`config.mk`:
```
export PLATFORM = sky130hd
export DESIGN_NAME = alu_arbiter
export DESIGN_NICKNAME = d
export VERILOG_FILES = /design/src/rtl/alu_pkg.sv /design/src/rtl/rr_arb2.sv /design/src/rtl/alu_arbiter.sv
export SDC_FILE = /design/constraint.sdc
export NUM_CORES = 1
export LEC_CHECK = 0
export ABC_CLOCK_PERIOD_IN_PS = 2200
export BUFFER_PORTS_ARGS = -buffer_cell sky130_fd_sc_hd__clkbuf_2
export CORE_UTILIZATION = 45
export CTS_BUF_LIST = sky130_fd_sc_hd__clkbuf_4 sky130_fd_sc_hd__clkbuf_8 sky130_fd_sc_hd__clkbuf_16
export CTS_CLUSTER_SIZE = 8
export DETAILED_ROUTE_END_ITERATION = 12
export PLACE_DENSITY = 0.74
export SYNTH_ARGS = -nofsm -noshare
export SYNTH_HDL_FRONTEND = slang
export SYNTH_SLANG_ARGS = --single-unit
```
`constraint.sdc`:
```
create_clock -name clk -period 2.2 [get_ports clk]
set_input_delay 0.11 -clock clk [delete_from_list [all_inputs] [get_ports clk]]
set_output_delay 0.11 -clock clk [all_outputs]
set_load 0.01 [all_outputs]
```
`src/rtl/alu_pkg.sv`:
```
// Shared ALU opcode constants, arbiter state encoding and request payload type.
// Used by the arbiter front-end and by the ALU itself.
package alu_pkg;

    localparam logic [3:0] OP_ADD = 4'b0000;
    localparam logic [3:0] OP_SUB = 4'b0001;
    localparam logic [3:0] OP_AND = 4'b0010;
    localparam logic [3:0] OP_OR  = 4'b0011;
    localparam logic [3:0] OP_XOR = 4'b0100;
    localparam logic [3:0] OP_NOT = 4'b0101;
    localparam logic [3:0] OP_SLL = 4'b0110;
    localparam logic [3:0] OP_SRL = 4'b0111;
    localparam logic [3:0] OP_SLA = 4'b1000;
    localparam logic [3:0] OP_SRA = 4'b1001;
    localparam logic [3:0] OP_LW  = 4'b1010;
    localparam logic [3:0] OP_SW  = 4'b1011;

    typedef enum logic [1:0] {
        ST_IDLE = 2'd0,
        ST_EXEC = 2'd1,
        ST_MEM  = 2'd2,
        ST_RESP = 2'd3
    } arb_state_e;

    typedef struct packed {
        logic [3:0] opcode;
        logic [3:0] a;
        logic [3:0] b;
    } alu_req_t;

    // 1100-1111 fall through as plain ALU ops
    function automatic logic is_mem_op(input logic [3:0] op);
        return (op == OP_LW) || (op == OP_SW);
    endfunction

endpackage

```
`src/rtl/rr_arb2.sv`:
```
// Two-way round-robin grant. A lone requester always wins; on a tie the
// requester not granted most recently wins. Pointer moves only on a grant.
module rr_arb2 (
    input  logic       clk,
    input  logic       rst_n,
    input  logic       en,
    input  logic [1:0] valid,
    output logic [1:0] grant
);

    logic prio_q;  // index that wins a tie

    always_comb begin
        grant = 2'b00;
        if (en) begin
            if (valid == 2'b11) grant[prio_q] = 1'b1;
            else                grant = valid;
        end
    end

    always_ff @(posedge clk or negedge rst_n) begin
        if (!rst_n)      prio_q <= 1'b0;
        else if (|grant) prio_q <= grant[0];
    end

endmodule

```
`src/rtl/alu_arbiter.sv`:
```
// Arbitrates two requesters onto one shared ALU, one operation in flight.
// LW/SW hold the ALU drive for MEM_LAT extra cycles before the response.
module alu_arbiter
    import alu_pkg::*;
#(
    parameter int MEM_LAT = 2
) (
    input  logic       clk,
    input  logic       rst_n,
    input  logic       req0_valid,
    output logic       req0_ready,
    input  logic [3:0] req0_opcode,
    input  logic [3:0] req0_a,
    input  logic [3:0] req0_b,
    input  logic       req1_valid,
    output logic       req1_ready,
    input  logic [3:0] req1_opcode,
    input  logic [3:0] req1_a,
    input  logic [3:0] req1_b,
    output logic [3:0] alu_opcode,
    output logic [3:0] alu_a,
    output logic [3:0] alu_b,
    input  logic [3:0] alu_result,
    output logic       rsp_valid,
    input  logic       rsp_ready,
    output logic       rsp_id,
    output logic [3:0] rsp_data
);

    localparam logic [3:0] LAT_M1 = 4'(MEM_LAT - 1);

    arb_state_e state_q, state_d;
    logic [3:0] cnt_q;
    logic [1:0] grant;
    alu_req_t   req0, req1, sel;

    assign req0 = '{opcode: req0_opcode, a: req0_a, b: req0_b};
    assign req1 = '{opcode: req1_opcode, a: req1_a, b: req1_b};
    assign sel  = grant[1] ? req1 : req0;

    rr_arb2 u_arb (
        .clk   (clk),
        .rst_n (rst_n),
        .en    (state_q == ST_IDLE),
        .valid ({req1_valid, req0_valid}),
        .grant (grant)
    );

    assign req0_ready = grant[0];
    assign req1_ready = grant[1];
    assign rsp_valid  = (state_q == ST_RESP);

    always_ff @(posedge clk or negedge rst_n) begin
        if (!rst_n) state_q <= ST_IDLE;
        else        state_q <= state_d;
    end

    always_comb begin
        state_d = state_q;
        case (state_q)
            ST_IDLE: if (|grant) state_d = ST_EXEC;
            ST_EXEC: state_d = is_mem_op(alu_opcode) ? ST_MEM : ST_RESP;
            ST_MEM:  if (cnt_q == 4'd0) state_d = ST_RESP;
            ST_RESP: if (rsp_ready) state_d = ST_IDLE;
            default: state_d = ST_IDLE;
        endcase
    end

    // ALU drive is loaded only on a grant, so it stays put through RESP and IDLE
    always_ff @(posedge clk or negedge rst_n) begin
        if (!rst_n) begin
            {alu_opcode, alu_a, alu_b} <= '0;
            rsp_id   <= 1'b0;
            rsp_data <= 4'd0;
            cnt_q    <= 4'd0;
        end else begin
            case (state_q)
                ST_IDLE: if (|grant) begin
                    {alu_opcode, alu_a, alu_b} <= sel;
                    rsp_id <= grant[1];
                end
                ST_EXEC: begin
                    if (is_mem_op(alu_opcode)) cnt_q    <= LAT_M1;
                    else                       rsp_data <= alu_result;
                end
                ST_MEM: begin
                    if (cnt_q == 4'd0)
                        rsp_data <= (alu_opcode == OP_SW) ? 4'd0 : alu_result;
                    else
                        cnt_q <= cnt_q - 4'd1;
                end
                default: ;
            endcase
        end
    end

endmodule

```
# [Word-level counts from Yosys, hierarchy flattened]
# Cells that the tools add are included.
[op_classes] magnitude_cmp=2 n_eq_ne=12 mux=17 n_addsub=1 n_reduce_logical=10
[ops] operator="two-way mux 4 bit" n=5
[ops] operator="case mux 4 bit (2 select lines)" n=2
[ops] operator="two-way mux 12 bit" n=1
[ops] operator="two-way mux 2 bit" n=5
[ops] operator="!= test 2 bit, second input constant" n=5
[ops] operator="AND reduction 3 bit" n=3
[ops] operator="equality test 4 bit, second input constant" n=2
[ops] operator="case mux 2 bit (4 select lines)" n=1
[ops] operator="equality test 2 bit, second input constant" n=3
[ops] operator="logical NOT 4 bit" n=1
[ops] operator="subtractor 4 x 1 -> 4 bit, second input constant" n=1
[ops] operator="equality test 2 x 1 -> 1 bit, second input constant" n=1
[ops] operator="logical NOT 2 bit" n=1
[ops] operator="< comparator 1 x 2 -> 1 bit, second input constant" n=1
[ops] operator="two-way mux 1 bit" n=2
[ops] operator="!= test 2 x 1 -> 1 bit, second input constant" n=1
[ops] operator="AND reduction 2 bit" n=1
[ops] operator="nonzero test 2 bit" n=1
[ops] operator="OR reduction 2 bit" n=1
[ops] operator="demux 1 bit (select 1 bit)" n=1
[ops] operator="greater-or-equal comparator 1 bit, second input constant" n=1
[ops] operator="logical AND 1 bit" n=1
[ops] operator="logical OR 1 bit" n=1
[word_totals] in_bits=33 register_bits=24 wordCells=50

# [Depth between registers and ports, before layout]
[depth] depth_word=9 depth_mapped=7 ltp_nobuf=5

# [Cells and area by module]
# A second synthesis with hierarchy kept.
[unflattened] cells_unflattened=132 hier_area_um2=1343.8
[by_module_without_submodules] mod="alu_arbiter" area_per_inst_um2=1282.5 cells_each=124 seq_area_each_um2=575.6 n_inst=1
[by_module_without_submodules] mod="rr_arb2" area_per_inst_um2=61.3 cells_each=8 seq_area_each_um2=25.0 n_inst=1

# [Worst setup path before layout]
# No wires, ideal clock.
[synth_path] path_type="register -> register" from="register cnt_q[0]" to="register state_q[1]" n_path_buf=0 path_stages_with_launch=6 period_less_slack_ns=1.727 setup_slack_ns=0.473 required_ns=2.072 arrival_time_ns=1.599 cell_sequence="dfrtp_1 -> inv_1 -> ha_1 -> or3b_4 -> a211oi_2 -> mux2_1"
[synth_between] elab_chain_cells=3
[synth_lines] item="start: declaration" line="alu_arbiter.sv:33" rtl="logic [3:0] cnt_q;"
[synth_lines] item="start signal: assignment" line="alu_arbiter.sv:90" rtl="cnt_q <= cnt_q - 4'd1;"
[synth_lines] item="logical NOT 4 bit" line="alu_arbiter.sv:63" rtl="ST_MEM: if (cnt_q == 4'd0) state_d = ST_RESP;"
[synth_lines] item="!= test 2 bit (no source line)"
[synth_lines] item="AND reduction 3 bit (no source line)"
[synth_lines] item="end signal: assignment" line="alu_arbiter.sv:55" rtl="else state_q <= state_d;"
[synth_lines] item="end: declaration" line="alu_arbiter.sv:32" rtl="arb_state_e state_q, state_d;"
# No other way between the ends.
# A chain may end at the register's enable or synchronous reset.

# [Final worst setup path]
[layout_path] from="register state_q[0]" to="output req1_ready"
[layout_between] elab_chain_cells=2
[layout_lines] item="logical NOT 2 bit" line="alu_arbiter.sv:44" rtl=".en (state_q == ST_IDLE),"
[layout_lines] item="two-way mux 2 bit" line="rr_arb2.sv:15" rtl="if (en) begin"
[layout_lines] item="end: declaration" line="alu_arbiter.sv:16" rtl="output logic req1_ready,"
# No other way between the ends.

==> flow_summary.toml <==
[run_status]
outcome = "finished with violations"
violations = "DRC"

[drt]
dr.pass1.iters = 8
wl_per_cell_um = 12.58
via_per_inst = 5.430
drcViolationCount = 3
postRouteAntennaNets = 0
vias = 1238
routed_wl_um = 2869
drtIter0Drc = 24

[placement]
dp_slack_ns = 0.2026
gp_congestion = 0.7359
dp_hpwl_um = 2215
placed_area_um2 = 1689
portBuffers = 52

[sta]
tns_ns = 0
fmax_mhz = 518.0
fin_skew_ns = 0.004624
finalSetupViolations = 0
post-route-period-util_pct = 87.75
finalCriticalPeriod_ns = 1.931
hold_viol_final = 0
drv_slew = 0
tightestPinTransition_ns = 0.5859
relSlewSlack_pct = 60.94
rsz0062_at_grt = "no"
fin_ws_ns = 0.2694

[logic_synthesis]
async_flop_share_pct = 100.0
seq_area_frac_synth_pct = 42.97
avgSynthCellArea_um2 = 9.573
dominantRegCellSynth = "dfrtp_1"
synthDistinctLibCells = 38
ys_warn_count = 0
syn_inst = 146
yosysTopAreaCell = "dfrtp_1"
synth_seq_cells = 24
synth_commonest_cells = "dfrtp_1 (24), nor2_1 (15), o21ai_0 (15)"
synth_top_area_share_pct = 42.97
syn_area_um2 = 1398
synth_most_common_cell = "dfrtp_1"
synthTopCellsByArea = "dfrtp_1 (43%), a31oi_1 (6.3%), or3b_1 (5.6%)"
synth_edf_count = 0
syn-num-nets = 185

[setup_path]
critical_path_class = "reg2out"
r2r_slack_ns = 0.35
worstPathArrival_ns = 1.82
rr_startpoint = "state_q[0]"
crit_required_ns = 2.09
critPathMaxStageDelay_ns = 0.43
cp_max_fo = 19
reg2regPathDepth = 6
end_kind = "output pin"
reg2reg_to = "alu_a[1]"
slowest_stage = "dfrtp_1"
crit_chain = "inv_1, ha_1, nand2_2, buf_4, nor2_1, clkbuf_2"
setup.worst_path.start_class = "register"

[power]
sw_frac_of_total_pct = 43.48
p_sw_uw = 986.5
peakVddDrop_uv = 561.1
power_mw = 2.269
p_int_mw = 1.282
p_seq_share_pct = 36.8
power.density_nw_per_um2 = 1316
leakagePower_nw = 0.8137
pwr-share-clk_pct = 8.4
pwr-share-comb_pct = 54.8

[floorplan]
initial_core_util_pct = 48.99
ios = 53
die_area_um2 = 3333
core_area_um2 = 2853
die_x_um = 57.73
die_y_um = 57.73
rows = 19

[job]
cap_violations = 0

[cts]
htree_levels = 1
cts_buffer_depth = 2
numCtsBuffers = 3
cts_tree = "built"
clkSlewWorstSetupHoldPaths_ns = 0.13
clockRootBuffer = "clkbuf_4"
clk_latency_ns = 0.30
cts_sinks = 24

[global_routing]
antenna_found_initial = 0
grt_overflow_total = 0
grt_pass1_wl_um = 4961
grt_max_degree = 27
grt_pass1_vias = 1175
grtUsageTotal_pct = 18.88

[worst_hold_path]
holdPathStages = 3
hp-start = "alu_result[0]"
holdPathEnd = "rsp_data[0]"
hp-class = "in2reg"

[final_layout]
drive_gt1_share_pct = 34.52
area_growth_syn_to_layout_pct = 23.37
design_area_um2 = 1724
fin_nets = 238
antenna_cells = 0
## repair_timing
item                                    in CTS  in global routing
endpoints found under the setup margin       0                  2
resized for setup                            0                  1
buffers inserted                             0                  0
hold buffers                                 1                  0
hold endpoints to repair                    24                  0
## power groups by stage
stage                     clock network, mW  registers, mW  logic (mW)
after detailed placement                  0          0.846        1.25
after global placement                    0          0.832        1.21
after CTS                             0.200          0.836        1.26
after floorplan                           0          0.889       0.816
final                                 0.191          0.835        1.24
after global routing                  0.217          0.868        1.40
## final cells by class
cell class	instances	area, um2
Tap cell	31	38.79
Inverter	10	37.54
Fill cell	256	1129
Sequential cell	24	600.6
Multi-Input combinational cell	104	732.0
Timing Repair Buffer	56	292.8
Clock buffer	3	22.52
## registers in the layout, indices dropped and copies added, names as in the netlist
name / count
alu_opcode: 4
alu_a: 4
cnt_q: 4
state_q: 2
rsp_id: 1
alu_b: 4
rsp_data: 4
u_arb.prio_q: 1
## cells in the final DEF (no fill, tap or decap), types with 2 or more instances in the layout
cell type	Yosys	routed
o21ai_1	2	2
nand2b_1	2	2
nor2b_1	2	2
o21ai_0	15	15
inv_1	10	10
clkbuf_2	0	52
or3b_2	3	3
a31oi_1	14	14
buf_4	0	3
mux2i_1	4	4
ha_1	6	6
or3b_1	9	9
dfrtp_1	24	24
nand2_1	5	4
nor2_1	15	15
nand3_1	2	2
nand3b_1	2	2
nor3b_1	2	2
clkbuf_4	0	3
## metal layers
| metal | vias up | track usage, % | share of wire [%] |
|---|---|---|---|
| li1 | 631 | - | - |
| met1 | 566 | 23.82 | 45 |
| met2 | 39 | 33.06 | 47 |
| met3 | 2 | 3.795 | 6.7 |
| met4 | 0 | 5.102 | 0.35 |
| met5 | - | 0 | 0 |
## worst max-delay path by stage
stage                          start          to  slack (ns)  depth (start not counted)
after global placement    state_q[0]    alu_a[1]        0.30                          6
after CTS                 state_q[0]  req1_ready        0.08                          6
final                     state_q[0]  req1_ready        0.27                          6
after detailed placement  state_q[0]    alu_a[1]        0.20                          6
after floorplan             cnt_q[0]  state_q[1]        0.47                          5
after global routing      state_q[0]  req1_ready        0.13                          6
## worst max-delay path: cells and delay by family, from the launching register on
family / cells / cell delay [ns]
buf+inv: 3 / 0.48
simple gates: 2 / 0.32
flops: 1 / 0.43
fa+ha+maj: 1 / 0.28
## cells by family (layout without fill, tap and decap cells)
family | Yosys count | count (layout) | share of synthesized area, %
buffers and inverters | 18 | 69 | 4.835
AOI/OAI and AO/OA | 46 | 46 | 22.38
adders and majority gates | 6 | 6 | 5.371
DFF | 24 | 24 | 42.97
muxes | 5 | 5 | 3.671
and+or+nand+nor | 47 | 47 | 20.77
## metrics by stage
step                utilization [%]  cells  hold slack [ns]
finish                        60.44    228          0.02901
global route                  60.44    228          0.03770
CTS                           60.35    228          0.02375
detailed placement            59.21    224           0.1507
global placement              59.21    224           0.1439
floorplan                         -    146          -0.1856
Note: power is estimated with default switching activity, not from simulation.
